## src/rtl/sprite_compositor.sv

```systemverilog
// sprite_compositor: sprite config registers, priority select, pixel pipe.
// Build option: define SPRITE_SHADOW_EN for frame-synchronous shadow bank.
//
// Ports:
//   clk, resetn                  clock, async active-low reset
//   iomem_valid/wstrb/addr/wdata picosoc iomem request (word = addr[7:2])
//   iomem_rdata/iomem_ready      read data, one-cycle completion pulse
//   frame_start                  vblank pulse (commits shadow bank)
//   sprite_config                active config, sprite i at [32i+31:32i]
//   sprite_hit/sprite_addr       per-unit hit flags and memory addresses
//   spr_mem_addr/spr_mem_data    synchronous-read sprite RAM port
//   pix_color/pix_opaque         registered sprite pixel to the mixer
module sprite_compositor #(
    parameter int NUM_SPRITES = 8
) (
    input  logic                        clk,
    input  logic                        resetn,
    input  logic                        iomem_valid,
    input  logic [3:0]                  iomem_wstrb,
    input  logic [7:0]                  iomem_addr,
    input  logic [31:0]                 iomem_wdata,
    output logic [31:0]                 iomem_rdata,
    output logic                        iomem_ready,
    input  logic                        frame_start,
    output logic [32*NUM_SPRITES-1:0]   sprite_config,
    input  logic [NUM_SPRITES-1:0]      sprite_hit,
    input  logic [14*NUM_SPRITES-1:0]   sprite_addr,
    output logic [13:0]                 spr_mem_addr,
    input  logic [3:0]                  spr_mem_data,
    output logic [5:0]                  pix_color,
    output logic                        pix_opaque
);

    typedef enum logic {
        IDLE,
        ACK
    } bus_state_t;

    localparam logic [NUM_SPRITES-1:0] ONE =
        {{(NUM_SPRITES-1){1'b0}}, 1'b1};

    bus_state_t             state;
    logic [5:0]             word;
    logic [31:0]            cfg [NUM_SPRITES];
    logic [31:0]            act [NUM_SPRITES];
    logic [NUM_SPRITES-1:0] coll;
    logic [NUM_SPRITES-1:0] coll_set;
    logic                   bus_req;
    logic                   bus_wr;
    logic                   coll_rd;
    logic [31:0]            rd_word;

    assign word    = iomem_addr[7:2];
    assign bus_req = (state == IDLE) && iomem_valid;
    assign bus_wr  = |iomem_wstrb;
    assign coll_rd = bus_req && !bus_wr &&
                     (word == 6'(NUM_SPRITES));

    // Two or more hits in one cycle: flag every sprite involved.
    assign coll_set = ((sprite_hit & (sprite_hit - ONE)) != '0)
                    ? sprite_hit : '0;

    always_comb begin
        rd_word = '0;
        for (int i = 0; i < NUM_SPRITES; i++) begin
            if (word == 6'(i)) begin
                rd_word = cfg[i];
            end
        end
        if (word == 6'(NUM_SPRITES)) begin
            rd_word = 32'(coll);
        end
    end

    // Bus FSM; the write lands on the accepting edge so it is
    // visible during the ACK cycle.
    always_ff @(posedge clk or negedge resetn) begin
        if (!resetn) begin
            state       <= IDLE;
            iomem_ready <= 1'b0;
            iomem_rdata <= '0;
            coll        <= '0;
            for (int i = 0; i < NUM_SPRITES; i++) begin
                cfg[i] <= '0;
            end
        end else begin
            // Set wins over a coincident read-clear.
            coll <= (coll_rd ? '0 : coll) | coll_set;
            unique case (state)
                IDLE: begin
                    if (iomem_valid) begin
                        state       <= ACK;
                        iomem_ready <= 1'b1;
                        if (bus_wr) begin
                            for (int i = 0; i < NUM_SPRITES; i++) begin
                                if (word == 6'(i)) begin
                                    for (int b = 0; b < 4; b++) begin
                                        if (iomem_wstrb[b]) begin
                                            cfg[i][8*b +: 8] <=
                                                iomem_wdata[8*b +: 8];
                                        end
                                    end
                                end
                            end
                        end else begin
                            iomem_rdata <= rd_word;
                        end
                    end
                end
                ACK: begin
                    state       <= IDLE;
                    iomem_ready <= 1'b0;
                end
            endcase
        end
    end

`ifdef SPRITE_SHADOW_EN
    // Nonblocking copy: a write on the frame_start edge is not
    // seen by this commit and waits for the next one.
    always_ff @(posedge clk or negedge resetn) begin
        if (!resetn) begin
            for (int i = 0; i < NUM_SPRITES; i++) begin
                act[i] <= '0;
            end
        end else if (frame_start) begin
            for (int i = 0; i < NUM_SPRITES; i++) begin
                act[i] <= cfg[i];
            end
        end
    end

    logic unused_bits;
    assign unused_bits = ^iomem_addr[1:0];
`else
    always_comb begin
        for (int i = 0; i < NUM_SPRITES; i++) begin
            act[i] = cfg[i];
        end
    end

    logic unused_bits;
    assign unused_bits = ^{iomem_addr[1:0], frame_start};
`endif

    for (genvar g = 0; g < NUM_SPRITES; g++) begin : g_flat
        assign sprite_config[32*g +: 32] = act[g];
    end

    logic [13:0] sel_addr;
    logic [1:0]  sel_pal;
    logic        sel_hit;

    // Walk high to low so the lowest hitting index is the last write.
    always_comb begin
        sel_addr = '0;
        sel_pal  = '0;
        sel_hit  = 1'b0;
        for (int i = NUM_SPRITES - 1; i >= 0; i--) begin
            if (sprite_hit[i]) begin
                sel_addr = sprite_addr[14*i +: 14];
                sel_pal  = act[i][27:26];
                sel_hit  = 1'b1;
            end
        end
    end

    logic [1:0] pal_e0;
    logic [1:0] pal_e1;
    logic       hit_e0;
    logic       hit_e1;

    // E0 address/palette/hit, E1 RAM sample (palette/hit ride
    // alongside), E2 final pixel register.
    always_ff @(posedge clk or negedge resetn) begin
        if (!resetn) begin
            spr_mem_addr <= '0;
            pal_e0       <= '0;
            hit_e0       <= 1'b0;
            pal_e1       <= '0;
            hit_e1       <= 1'b0;
            pix_color    <= '0;
            pix_opaque   <= 1'b0;
        end else begin
            spr_mem_addr <= sel_addr;
            pal_e0       <= sel_pal;
            hit_e0       <= sel_hit;
            pal_e1       <= pal_e0;
            hit_e1       <= hit_e0;
            pix_color    <= {pal_e1, spr_mem_data};
            pix_opaque   <= hit_e1 && (spr_mem_data != 4'h0);
        end
    end

endmodule

```

## config.mk

```make
export PLATFORM = sky130hd
export DESIGN_NAME = sprite_compositor
export DESIGN_NICKNAME = d
export VERILOG_FILES = /design/src/rtl/sprite_compositor.sv
export SDC_FILE = /design/constraint.sdc
export NUM_CORES = 1
export LEC_CHECK = 0
export BUFFER_PORTS_ARGS = -buffer_cell sky130_fd_sc_hd__buf_4
export CORE_ASPECT_RATIO = 2
export CORE_UTILIZATION = 32
export CTS_BUF_LIST = sky130_fd_sc_hd__clkbuf_8
export DETAILED_ROUTE_END_ITERATION = 7
export GPL_TIMING_DRIVEN = 0
export PLACE_DENSITY_LB_ADDON = 0.2
export SYNTH_ARGS = -nofsm -noshare
export SYNTH_HDL_FRONTEND = slang
export SYNTH_SLANG_ARGS = --single-unit
```

## constraint.sdc

```tcl
create_clock -name clk -period 1.7 [get_ports clk]
set_input_delay 0.085 -clock clk [delete_from_list [all_inputs] [get_ports clk]]
set_output_delay 0.085 -clock clk [all_outputs]
set_load 0.1 [all_outputs]
```

==> metrics.csv <==
stage,metric,value,unit
timing,skew,20.90,ps
pwr,leakagePower,10.93,nW
cts,cts_tree,done,
outcome,violations,setup timing,
routing,drc,0,
timing,relSlewSlack,27.58,%
timing,setup_violations,2,
timing,rsz0062_at_grt,yes,
routing,drtPass1Iterations,6,
min_path,min_path_cells,4,
synthesis,synthAdderAreaFrac,0.1342,%
pwr,swShare,37.60,%
cts,path_clk_slew,60,ps
placement,dp_slack,-1010,ps
routing,ant_nets,0,
timing,fmax,0.5774,GHz
min_path,hold_class,input port to register,
timing,min_period,1732,ps
synthesis,synth_cells,1159,
worst_setup_path,worstRegToRegCells,5,
synthesis,yosysUniqueCellTypes,44,
pwr,internal_power,13.86,mW
synthesis,synth_ff_type,dfrtp_1,
finish,seq_area,8285,um^2
cts,clk_latency,590,ps
synthesis,synth-simple-area-share,5.686,%
pwr,pwr-share-seq,38.9,%
floorplanning,die_y,307.4,um
synthesis,synth_edf_count,0,
routing,finalWirelength,65760,um
finish,area.growth.synth_to_final,56.01,%
global_routing,antenna_found_initial,2,
timing,finalWorstSetupSlack,-31.87,ps
routing,vias,13389,
synthesis,avgSynthCellArea,12.87,um^2
global_routing,grt_pass1_wl,93480,um
synthesis,ys_ff_latch,325,
placement,dp_hpwl,46950,um
worst_setup_path,cp_slowest_cell,nor2_1,
outcome,status,"finished, violations left",
floorplanning,ios,482,
pwr,pwr-share-clk,32.1,%
placement,place_congestion,0.8785,
pwr,p_sw,8.348,mW
cts,cts_max_level,2,
cts,cts_max_path_buffers,3,
worst_setup_path,required,2190,ps
cts,cts_buffers,49,
worst_setup_path,critPathMaxFanout,8,
synthesis,yosys_warnings,0,
pwr,combPwrFrac,29.0,%
floorplanning,start_util,32.46,%
pwr,ir_worst_vdd,717.3,uV
cts,clock-sinks,325,
synthesis,synth_top_family_by_area,multiplexers,
finish,finalNetCount,2017,
floorplanning,num_rows,111,
pwr,power.density,953.9,nW/um^2
finish,multi_input_area,7196,um^2
synthesis,syn_nets,1331,
timing,post-route-period-util,101.9,%
timing,tightest_slew,1082,ps
synthesis,synth_compound_area_share,13.22,%
floorplanning,dieArea,47550,um^2
global_routing,grt_overflow_total,0,
worst_setup_path,cp_data_arrival_time,2230,ps
global_routing,grt_pass1_vias,14360,
timing,drv_slew,0,
synthesis,yosysSeqAreaShare,54.51,%
timing,hold_violations,0,
worst_setup_path,critPathCaptureType,register,
synthesis,synth_top_area_cell,dfrtp_1,
finish,post-route-util,50.64,%
worst_setup_path,startpoint_type,input port,
cts,root_buffer,clkbuf_8,
placement,numPortBuffers,475,
synthesis,synth_top_cell_area_share,54.51,%
floorplanning,die_width,154.7,um
floorplanning,core_area,45970,um^2
flow_run,max_cap_viol_count,0,
synthesis,synth.area.top_cells,"dfrtp_1 55%, mux2_2 19%, mux4_2 4.7%",
routing,wl_per_cell,26.22,um
pwr,power,22.20,mW
worst_setup_path,cp_cell_sequence,buf_4 > or4b_4 > nor2_1 > a221o_1 > a21oi_1 > o221ai_1,
synthesis,yosys.area_share.xor_xnor,0,%
routing,viasPerCell,5.339,
synthesis,synth_mux_area_share,24.07,%
global_routing,grt_max_degree,118,
routing,drtIter0Drc,883,
synthesis,synth_area,14920,um^2
worst_setup_path,crit_type,input port to register,
finish,final.fill_count,4111,
finish,drive_above_1_share,57.51,%
synthesis,async_flop_share,100.0,%
timing,fin_hold_ws,8.642,ps
global_routing,grt_util_all_layers,26.85,%
worst_setup_path,slowest_delay,850,ps
[logic make-up (layout without fill, tap and decap cells)]
family	Yosys count	count (layout)
buf+inv	83	809
other cells	0	2
flops	325	325
mux	288	288
fa+ha+maj	2	2
compound gates	304	304
simple gates	157	157
[layout make-up]
class                      count  share of cell area (%)
buffer                        63                   1.527
sequential                   325                   35.59
antenna                        2                 0.02150
clock inverter                26                  0.8117
inverter                      18                  0.3225
clock buffer                  65                   3.843
multi-input combinational    751                   30.91
timing repair buffer         637                   23.63
tap                          621                   3.338
[synth_stat cells (3+ instances only)]
library cell and n:
a21oi_1 73, a221o_1 18, a221oi_1 23, a22o_1 29, a22oi_1 22, buf_1 4, buf_2 14, buf_4 5
clkbuf_1 41, dfrtp_1 325, inv_1 18, mux2_2 255, mux4_2 31, nand2_1 60, nand2b_1 3, nand3_1 32
nand3_4 3, nor2_1 11, nor2_2 23, nor2b_1 5, nor3_1 5, o21a_1 6, o21ai_0 103, o21ai_1 6
o221ai_1 21
[flip-flops by register name, indices dropped and copies added (netlist names), 2 cells and up]
| register | flops |
|---|---|
| sprite_config | 256 |
| pal_e1 | 2 |
| pal_e0 | 2 |
| spr_mem_addr | 14 |
| iomem_rdata | 32 |
| coll | 8 |
| pix_color | 6 |
[metal layers]
layer  GRT usage, %  wire [um]  up-vias
li1               -          -     5772
met1          27.90      23160     6824
met2          50.93      35480      638
met3          4.827       4010      155
met4          13.35       3112        0
met5              0          0        -
[path summary, 6_finish.rpt]
path	from	end	slack (ps)
worst max-delay path	iomem_addr[7]	iomem_rdata[3]$_DFFE_PN0P_	-30
worst min-delay path	sprite_hit[1]	pal_e0[1]$_DFF_PN0_	9
worst max register to register	state$_DFF_PN0_	sprite_config[30]$_DFFE_PN0P_	0
worst min register to register	pal_e1[0]$_DFF_PN0_	pix_color[4]$_DFF_PN0_	350
max in group asynchronous	resetn	sprite_config[43]$_DFFE_PN0P_	450
min in group asynchronous	resetn	spr_mem_addr[1]$_DFF_PN0_	180
[through the flow]
| stage | instances | setup TNS, ps | instance area [um^2] |
|---|---|---|---|
| 2_1_floorplan | 1159 | -12760 | 15070 |
| 6_report | 2508 | -48.77 | 23280 |
| 4_1_cts | 2501 | -228.7 | 22700 |
| 3_3_place_gp | 2255 | -1060300 | 19420 |
| 5_1_grt | 2508 | -2548 | 23280 |
| 3_5_place_dp | 2258 | -185030 | 19510 |
[layout by cell type (no fill, tap or decap), types with 54 or more instances in the layout]
cell type and instances:
o21ai_0 102, buf_4 485, dfrtp_2 122, a21oi_1 73
mux2_4 131, dlygate4sd3_1 127, dfrtp_1 203, nand2_1 54
clkbuf_8 65, mux2_2 125
[timing repair]
item,in CTS,in global routing
endpoints found under the setup margin,264,242
resized for setup,85,152
hold endpoints to repair,399,2
gates cloned,1,1
pin swaps,26,17
buffers inserted,27,3
hold buffers,126,1
[worst max-delay path, delay by kind of cell]
kind | cells | cell delay [ps]
AOI/OAI and AO/OA | 3 | 550
buffers and inverters | 1 | 140
and+or+nand+nor | 2 | 1450
[power groups by stage]
stage,Clock (mW),Combinational [mW],Sequential [mW]
global route,7.60,6.63,8.68
finish,7.13,6.45,8.63
global placement,0,5.92,8.73
floorplan,0,0.828,12.0
CTS,7.33,6.31,8.61
detailed placement,0,5.97,8.75
(Power assumes the default switching activity.)
